**config.mk**
```make
export PLATFORM = sky130hd
export DESIGN_NAME = forwarding_unit
export DESIGN_NICKNAME = d
export VERILOG_FILES = /design/src/rtl/forwarding_unit.sv
export SDC_FILE = /design/constraint.sdc
export NUM_CORES = 1
export LEC_CHECK = 0
export CELL_PAD_IN_SITES_DETAIL_PLACEMENT = 0
export CELL_PAD_IN_SITES_GLOBAL_PLACEMENT = 1
export CORE_ASPECT_RATIO = 1.1
export CORE_MARGIN = 1.5
export CORE_UTILIZATION = 26
export DETAILED_ROUTE_END_ITERATION = 10
export PLACE_DENSITY_LB_ADDON = 0.1
export SYNTH_ARGS = -nofsm -noshare
export SYNTH_HDL_FRONTEND = slang
export SYNTH_SLANG_ARGS = --single-unit
```
**constraint.sdc**
```tcl
create_clock -name vclk -period 2.8
set_input_delay 0.42 -clock vclk [all_inputs]
set_output_delay 0.42 -clock vclk [all_outputs]
set_load 0.02 [all_outputs]
```
**src/rtl/forwarding_unit.sv**
```systemverilog
// Operand forwarding and load-use stall detect between register read and execute.
// Define FORWARDING_OUT_REG_EN to register all outputs (1-cycle latency).
module forwarding_unit #(
  parameter int DWIDTH = 32,
  parameter int AWIDTH = 5
) (
  input  logic              h_clk,
  input  logic              h_rst,
  input  logic [DWIDTH-1:0] h_data_reg_rs1,
  input  logic [DWIDTH-1:0] h_data_reg_rs2,
  input  logic [AWIDTH-1:0] h_decoder_addr_rs1,
  input  logic [AWIDTH-1:0] h_decoder_addr_rs2,
  input  logic              h_i_valid_alu,
  input  logic              h_i_we_reg_alu,
  input  logic [AWIDTH-1:0] h_i_alu_addr_rd,
  input  logic [DWIDTH-1:0] h_i_alu_data_rd,
  input  logic              h_i_memoryaccess_ce,
  input  logic              h_i_we_reg_mem,
  input  logic [AWIDTH-1:0] h_i_addr_rd_mem,
  input  logic              h_i_wb_ce,
  input  logic [DWIDTH-1:0] h_i_data_rd_wb,
  output logic [DWIDTH-1:0] h_data_out_rs1,
  output logic [DWIDTH-1:0] h_data_out_rs2,
  output logic              h_alu_force_stall_out
);

  logic              w_alu_live;
  logic              w_mem_live;
  logic [DWIDTH-1:0] w_rs1_data;
  logic [DWIDTH-1:0] w_rs2_data;
  logic              w_rs1_stall;
  logic              w_rs2_stall;
  logic              w_stall;

  assign w_alu_live = h_i_we_reg_alu & h_i_memoryaccess_ce;
  assign w_mem_live = h_i_we_reg_mem & h_i_wb_ce;

  // ALU stage holds the younger instruction, so it is checked first.
  function automatic logic [DWIDTH:0] f_sel(
    input logic [AWIDTH-1:0] a,
    input logic [DWIDTH-1:0] rf
  );
    logic w_zero;
    logic w_alu_hit;
    logic w_mem_hit;
    w_zero    = (a == '0);
    w_alu_hit = w_alu_live & (h_i_alu_addr_rd == a);
    w_mem_hit = w_mem_live & (h_i_addr_rd_mem == a);
    priority case (1'b1)
      w_zero:    f_sel = '0;
      w_alu_hit: f_sel = h_i_valid_alu ?
                         {1'b0, h_i_alu_data_rd} :
                         {1'b1, rf};
      w_mem_hit: f_sel = {1'b0, h_i_data_rd_wb};
      default:   f_sel = {1'b0, rf};
    endcase
  endfunction

  always_comb begin
    {w_rs1_stall, w_rs1_data} =
      f_sel(h_decoder_addr_rs1, h_data_reg_rs1);
    {w_rs2_stall, w_rs2_data} =
      f_sel(h_decoder_addr_rs2, h_data_reg_rs2);
  end

  assign w_stall = w_rs1_stall | w_rs2_stall;

`ifdef FORWARDING_OUT_REG_EN
  logic [DWIDTH-1:0] r_rs1;
  logic [DWIDTH-1:0] r_rs2;
  logic              r_stall;

  always_ff @(posedge h_clk) begin
    if (h_rst) begin
      r_rs1   <= '0;
      r_rs2   <= '0;
      r_stall <= 1'b0;
    end else begin
      r_rs1   <= w_rs1_data;
      r_rs2   <= w_rs2_data;
      r_stall <= w_stall;
    end
  end

  assign h_data_out_rs1        = r_rs1;
  assign h_data_out_rs2        = r_rs2;
  assign h_alu_force_stall_out = r_stall;
`else
  logic w_unused;
  assign w_unused = h_clk ^ h_rst;

  assign h_data_out_rs1        = w_rs1_data;
  assign h_data_out_rs2        = w_rs2_data;
  assign h_alu_force_stall_out = w_stall;
`endif

endmodule

```
# Word level (Yosys, flattened, before mapping)
# Index checks and enable logic that the tools add are counted.
# Widths: inputs -> output; s select.
[word_totals]
ram_bits = 0
elab_cells = 21
latch_bits = 0
rom_bits = 0
output_inout_bits = 65
inputBits = 155
memories = 0
reg_bits = 0
[op_classes]
n_eq_ne = 4
n_div = 0
multipliers = 0
shifts = 0
addsub = 0
bitwise_logic = 7
reduce_logical = 2
n_mux = 8
order_cmp = 0
[op_table]
columns = ["operator", "n"]
rows = [
  ["$mux 33", 6],
  ["$mux 32", 2],
  ["$eq 5x5->1", 4],
  ["$logic_not 5->1", 2],
  ["$and 1x1->1", 6],
  ["$or 1x1->1", 1],
]

# Logic depth before layout (Yosys ltp)
# Gate-level depths: netlist of run 1.
[depth]
depth_word = 6
depth_mapped = 6
mapped_depth_nobuf = 4

# Worst setup path after synthesis of run 1
# OpenSTA, ideal clock, no wires.
[synth_path]
path_type = "in2out"
startpoint = "input port h_i_addr_rd_mem[2]"
endpoint = "output port h_data_out_rs2[10]"
required_ns = 2.380
path_stages = 5
n_path_buf = 1
arrival_ns = 1.774
setup_slack_ns = 0.606
path_cell_list = "xnor2_1 and2b_1 buf_1 a32oi_1 a211oi_1"
[synth_via]
elab_chain_cells = 5
[synth_lines]
columns = ["item", "line", "text"]
rows = [
  ["start, declared", "19", "input logic [AWIDTH-1:0] h_i_addr_rd_mem,"],
  ["$eq 5x5->1", "48", "w_mem_hit = w_mem_live & (h_i_addr_rd_mem == a);"],
  ["$and 1x1->1", "48", ""],
  ["$mux 32", "49", "priority case (1'b1)"],
  ["$mux 33 (2 in series)", "49", ""],
  ["end, declared", "23", "output logic [DWIDTH-1:0] h_data_out_rs2,"],
]
# Every way passes these cells.

# Worst setup path in the final report of run 1
[layout_path]
startpoint = "input port h_decoder_addr_rs2[3]"
endpoint = "output port h_data_out_rs2[7]"
[layout_via]
elab_chain_cells = 5
word_cells_on_any_way = 8
cone_classes = "2 x eq/ne; 3 x mux; 2 x bitwise; 1 x reduce/logical"
[layout_lines]
columns = ["item", "line", "text"]
rows = [
  ["start, declared", "12", "input logic [AWIDTH-1:0] h_decoder_addr_rs2,"],
  ["$eq 5x5->1", "48", ""],
  ["$and 1x1->1", "48", ""],
  ["$mux 32", "49", ""],
  ["$mux 33", "49", ""],
  ["$mux 33 *", "49", ""],
]
# Mark *: on every way between the ends. The rest lies on a longest branch, timed or not.

==> results.sh, run 1 <==
export IMPL_whs_path_depth=4
export IMPL_grt_busiest_layer="met2"
export IMPL_ys_seq_area_frac=0
export IMPL_pwr_density_cell_mw_per_mm2=154
export IMPL_cp_end_kind="output port"
export IMPL_hold_class="in2out"
export IMPL_finalNetCount=772
export IMPL_muxShareOfSynthArea=0.103
export IMPL_die_width_um=107
export IMPL_regArea_sq_um=0
export IMPL_wl_um=17900
export IMPL_grt_use_met1=0.343
export IMPL_synth_simple_area_share=0.162
export IMPL_drive_gt1_frac=0.341
export IMPL_syn_inst=407
export IMPL_synth_cell_types=35
export IMPL_grtUsageTotal=0.259
export IMPL_slew_viol_final=0
export IMPL_drtPass1Iterations=4
export IMPL_dieArea_sq_mm=0.0127
export IMPL_syn_to_final_growth_pct=90.9
export IMPL_core_area_sq_mm=0.0116
export IMPL_worst_slew_pin_slew_ps=353
export IMPL_met3_usage=0.0277
export IMPL_irDropWorstVdd_mv=0.0623
export IMPL_gr_total_overflow=0
export IMPL_hpwl_um=12200
export IMPL_finalWeightedCongestion=0.821
export IMPL_dp_slack_ps=-481
export IMPL_fin_crit_sh=0.995
export IMPL_syn_nets=562
export IMPL_synth_top_family_by_area="compound AO/OA/AOI/OAI gates"
export IMPL_hold_violations=0
export IMPL_viasPerCell=6.05
export IMPL_path_cells="clkdlybuf4s50_1 -> xnor2_2 -> nand4_1 -> buf_4 -> buf_8 -> a2111oi_2 -> a211oi_1 -> clkbuf_2"
export IMPL_place_area_sq_mm=0.00561
export IMPL_outcome="finished, final reports clean"
export IMPL_nClkBuffers=0
export IMPL_hold_buffers=0
export IMPL_synthXorXnorAreaFrac=0.0561
export IMPL_hp_start="h_i_valid_alu"
export IMPL_setup_ws_ps=14.8
export IMPL_pin_count=220
export IMPL_start_util=0.269
export IMPL_grt_use_met2=0.453
export IMPL_antennaDiodeCount=0
export IMPL_drc=0
export IMPL_period_needed_ps=2790
export IMPL_fin_util=0.514
export IMPL_final_cell_area_sq_mm=0.00596
export IMPL_seq_cell_count=0
export IMPL_cp_start_kind="primary input"
export IMPL_finalSetupViolations=0
export IMPL_hold_end="h_data_out_rs1[9]"
export IMPL_grt_pass1_wl_um=26700
export IMPL_synthAdderAreaFrac=0
export IMPL_dieHeight_um=118
export IMPL_relSlewSlack=0.759
export IMPL_fmax_ghz=0.359
export IMPL_yosysWarnings=0
export IMPL_required_ps=2380
export IMPL_drt_iter0_drc=207
export IMPL_first_global_vias=4748
export IMPL_synth_compound_area_frac=0.577
export IMPL_power_uw=918
export IMPL_wl_per_cell_um=23.4
export IMPL_max_cap_viol_count=0
export IMPL_crit_path_max_fanout=20
export IMPL_rsz0062_at_grt="yes"
export IMPL_grt_max_degree=47
export IMPL_synth_area_sq_mm=0.00312
export IMPL_antenna_left=0
export IMPL_port_buffers=218
export IMPL_avgSynthCellArea_sq_um=7.67
export IMPL_row_count=41
export IMPL_critical_path_max_stage_delay_ps=590
export IMPL_critPathSlowestCell="clkdlybuf4s50_1"
export IMPL_cp_arrival_ps=2370
export IMPL_antenna_found_initial=0
export IMPL_critical_path_class="in2out"
export IMPL_tns_ps=0
export IMPL_leakage_nw=2.05
export IMPL_vias=4628
## per-stage QoR
stage                     std cells  hold WS, ps
after global placement          750         1830
after floorplan                 407         1010
after detailed placement        750         1840
after CTS                       759         1460
final                           765         1460
after global routing            765         1480
## cell usage in the layout, fill, tap and decap left out, types with 5 or more instances in the layout
| master | n |
|---|---|
| a2111oi_2 | 19 |
| a211oi_1 | 27 |
| clkbuf_2 | 34 |
| dlymetal6s2s_1 | 12 |
| a221oi_2 | 22 |
| and3_1 | 6 |
| nor2b_1 | 32 |
| buf_2 | 19 |
| buf_4 | 36 |
| clkdlybuf4s50_1 | 139 |
| nand3_1 | 12 |
| buf_12 | 11 |
| xnor2_1 | 5 |
| a211oi_2 | 5 |
| o21ai_0 | 64 |
| a2111oi_4 | 9 |
| a32oi_1 | 54 |
| xnor2_2 | 9 |
| buf_6 | 6 |
| mux2i_1 | 32 |
| clkdlybuf4s15_2 | 8 |
| a311oi_2 | 10 |
## critical path: cells and delay by family
kind	cells	cell delay, ps
XOR/XNOR	1	150
buffers and inverters	4	1130
AO/OA/AOI/OAI	2	470
AND/OR/NAND/NOR	1	190
## how the worst max path moves through the flow
stage / slack [ps] / endpoint / from / depth (start not counted)
2_1_floorplan: 610 / h_data_out_rs2[10] / h_i_addr_rd_mem[2] / 5
3_3_place_gp: -470 / h_data_out_rs2[20] / h_decoder_addr_rs2[0] / 7
3_5_place_dp: -480 / h_data_out_rs2[21] / h_decoder_addr_rs2[0] / 7
4_1_cts: -190 / h_data_out_rs2[15] / h_i_alu_addr_rd[3] / 9
5_1_grt: -90 / h_data_out_rs2[7] / h_decoder_addr_rs2[3] / 8
6_report: 10 / h_data_out_rs2[7] / h_decoder_addr_rs2[3] / 8
## logic make-up (layout without fill, tap and decap cells)
| group | Yosys count | after routing |
|---|---|---|
| simple gates | 76 | 79 |
| xor+xnor | 20 | 20 |
| compound gates | 215 | 215 |
| buf+inv | 64 | 269 |
| mux | 32 | 32 |
## synthesized netlist by cell type (all sizes together)
library cell	n	area share
buf	31	0.061
a211oi	32	0.077
clkbuf	33	0.041
a311oi	10	0.048
xor2	6	0.017
nand4	3	0.0060
nand2	3	0.0088
and3	10	0.022
nor2	4	0.0080
a2111oi	32	0.090
a21oi	1	0.0016
or3	1	0.0020
nor2b	32	0.064
nand3b	1	0.0024
or2	1	0.0020
and2b	2	0.0048
nor4	1	0.0068
nand3	12	0.019
a32oi	54	0.15
xnor2	14	0.039
or4	2	0.0048
and2	1	0.0028
mux2i	32	0.10
o21ai	64	0.10
and4	3	0.0084
a221oi	22	0.11
## routing by layer
layer,routed length [um],share of wire
met1,7360,0.41
met2,8990,0.50
met3,1250,0.070
met4,285,0.016
met5,0,0
## power breakdown
| group | total, mW | switching (mW) | internal [mW] | leakage, nW |
|---|---|---|---|---|
| combinational | 0.918 | 0.483 | 0.435 | 2.05 |
| clock | 0 | 0 | 0 | 0 |
| sequential | 0 | 0 | 0 | 0 |
## area by class of cell
class              instances  area (sq um)
multi-input cells        346          3260
repair buffers           269          2510
well taps                150           188
fillers                 1146          5640
## what timing repair did
| item | 4_1_cts | 5_1_grt |
|---|---|---|
| cloned | 3 | 1 |
| pin swaps | 1 | 5 |
| buffers inserted | 6 | 6 |
| gates resized for setup | 170 | 197 |
| endpoints found under the setup margin | 65 | 65 |
(Power assumes the default switching activity.)
==> run 2, diff against run 1 <==
--- a/config.mk
+++ b/config.mk
@@ -8,7 +8,7 @@
 export CELL_PAD_IN_SITES_DETAIL_PLACEMENT = 0
 export CELL_PAD_IN_SITES_GLOBAL_PLACEMENT = 1
 export CORE_ASPECT_RATIO = 1.1
-export CORE_MARGIN = 1.5
+export CORE_MARGIN = 2
 export CORE_UTILIZATION = 26
 export DETAILED_ROUTE_END_ITERATION = 10
 export PLACE_DENSITY_LB_ADDON = 0.1
==> run 2 against run 1 <==
- flip-flop and latch count did not move
- maximum frequency rose by 0.57%
- core utilization fell by 0.16 points
- power up 0.42%
- die area rose by 1.8%
- largest cell class unchanged
==> results.sh, run 2 (synthesis gave the netlist of run 1 again) <==
export IMPL_drt_iter0_drc=268
export IMPL_cp_start_kind="primary input"
export IMPL_nClkBuffers=0
export IMPL_final_common_cell="clkdlybuf4s50_1"
export IMPL_hpwl_um=12600
export IMPL_drtPass1Iterations=4
export IMPL_drive_gt1_frac=0.334
export IMPL_crit_path_max_fanout=16
export IMPL_dieHeight_um=119
export IMPL_multi_input_area_sq_mm=0.00310
export IMPL_wl_um=17600
export IMPL_grt_pass1_wl_um=26300
export IMPL_viasPerCell=6.05
export IMPL_p_clk_frac=0
export IMPL_required_ps=2380
export IMPL_outcome="finished, final reports clean"
export IMPL_fill_cells=1149
export IMPL_rsz0062_at_grt="yes"
export IMPL_vias=4659
export IMPL_power_switching_uw=468
export IMPL_gr_total_overflow=0
export IMPL_internal_power_uw=453
export IMPL_syn_to_final_growth_pct=90.3
export IMPL_cp_arrival_ps=2350
export IMPL_hold_violations=0
export IMPL_fin_crit_sh=0.989
export IMPL_hold_class="in2out"
export IMPL_dieArea_sq_mm=0.0129
export IMPL_drc=0
export IMPL_first_global_vias=4678
export IMPL_p_seq_frac=0
export IMPL_leakage_nw=2.08
export IMPL_swShare=0.508
export IMPL_finalWeightedCongestion=0.921
export IMPL_max_cap_viol_count=0
export IMPL_critical_path_class="in2out"
export IMPL_row_count=41
export IMPL_seq_cell_count=0
export IMPL_finalNetCount=777
export IMPL_regArea_sq_um=0
export IMPL_antennaDiodeCount=0
export IMPL_relSlewSlack=0.761
export IMPL_combPwrFrac=1.000
export IMPL_fmax_ghz=0.361
export IMPL_antenna_left=0
export IMPL_power_uw=921
export IMPL_finalSetupViolations=0
export IMPL_irDropWorstVdd_mv=0.0787
export IMPL_hold_slack_ps=1520
export IMPL_port_buffers=218
export IMPL_slew_viol_final=0
export IMPL_hold_end="h_data_out_rs2[6]"
export IMPL_hold_buffers=0
export IMPL_cp_end_kind="output port"
export IMPL_pin_count=220
export IMPL_start_util=0.269
export IMPL_core_area_sq_mm=0.0116
export IMPL_final_cell_mix="clkdlybuf4s50_1, o21ai_0, a32oi_1"
export IMPL_hp_start="h_i_valid_alu"
export IMPL_wl_per_cell_um=22.9
export IMPL_whs_path_depth=4
export IMPL_pwr_density_cell_mw_per_mm2=155
export IMPL_grt_max_degree=33
export IMPL_antenna_found_initial=0
export IMPL_grtUsageTotal=0.254
export IMPL_period_needed_ps=2770
export IMPL_die_width_um=108
export IMPL_worst_slew_pin_slew_ps=350
[run 2: final cells by class]
type,count,area share
Timing Repair Buffer,274,0.446
Tap cell,150,0.0316
Multi-Input combinational cell,346,0.523
[run 2: worst max-delay path, cell delays in order]
cell and delay [ps]:
clkdlybuf4s50_1 460, xnor2_1 260, and4_4 310, buf_12 170, a32oi_1 130, a211oi_2 290, clkdlybuf4s15_2 300
[run 2: per-layer routing]
metal,share of wire,vias up,routed length [um],GRT usage
li1,-,2160,-,-
met1,0.41,2247,7190,0.331
met3,0.085,20,1490,0.0328
met2,0.49,232,8710,0.451
met5,0,-,0,0
met4,0.014,0,242,0.0345
[run 2: worst max path at each step]
stage                                     start                 end  cells past startpoint
final                        h_i_addr_rd_mem[0]  h_data_out_rs2[21]                      7
after global routing         h_i_addr_rd_mem[2]  h_data_out_rs2[16]                      7
after CTS                 h_decoder_addr_rs1[0]   h_data_out_rs1[8]                      7
after detailed placement  h_decoder_addr_rs1[3]  h_data_out_rs1[15]                      7
after global placement    h_decoder_addr_rs2[0]  h_data_out_rs2[21]                      7
after floorplan              h_i_addr_rd_mem[2]  h_data_out_rs2[10]                      5
[run 2: power groups by stage]
stage | registers (mW) | clock network, mW | logic (mW)
detailed placement | 0 | 0 | 0.904
finish | 0 | 0 | 0.921
global route | 0 | 0 | 0.975
global placement | 0 | 0 | 0.901
CTS | 0 | 0 | 0.895
floorplan | 0 | 0 | 0.385
[run 2: per-stage QoR]
| stage | cell area (sq um) | util | setup TNS, ps | setup WS [ps] | cells |
|---|---|---|---|---|---|
| 6_report | 5940 | 0.512 | 0 | 30.6 | 770 |
| 3_3_place_gp | 5760 | 0.497 | -25090 | -436 | 761 |
| 4_1_cts | 5820 | 0.502 | -101 | -40.4 | 768 |
| 3_5_place_dp | 5760 | 0.497 | -25630 | -475 | 761 |
| 5_1_grt | 5940 | 0.512 | -165 | -41.1 | 770 |
| 2_1_floorplan | 3120 | - | 0 | 606 | 407 |
[run 2: timing repair]
| action | 4_1_cts | 5_1_grt |
|---|---|---|
| endpoints found under the setup margin | 65 | 63 |
| setup buffers | 2 | 1 |
| gates resized for setup | 245 | 104 |
| gates cloned | 5 | 1 |
| pin swaps | 5 | 4 |
| endpoints found under the hold margin | 0 | 0 |
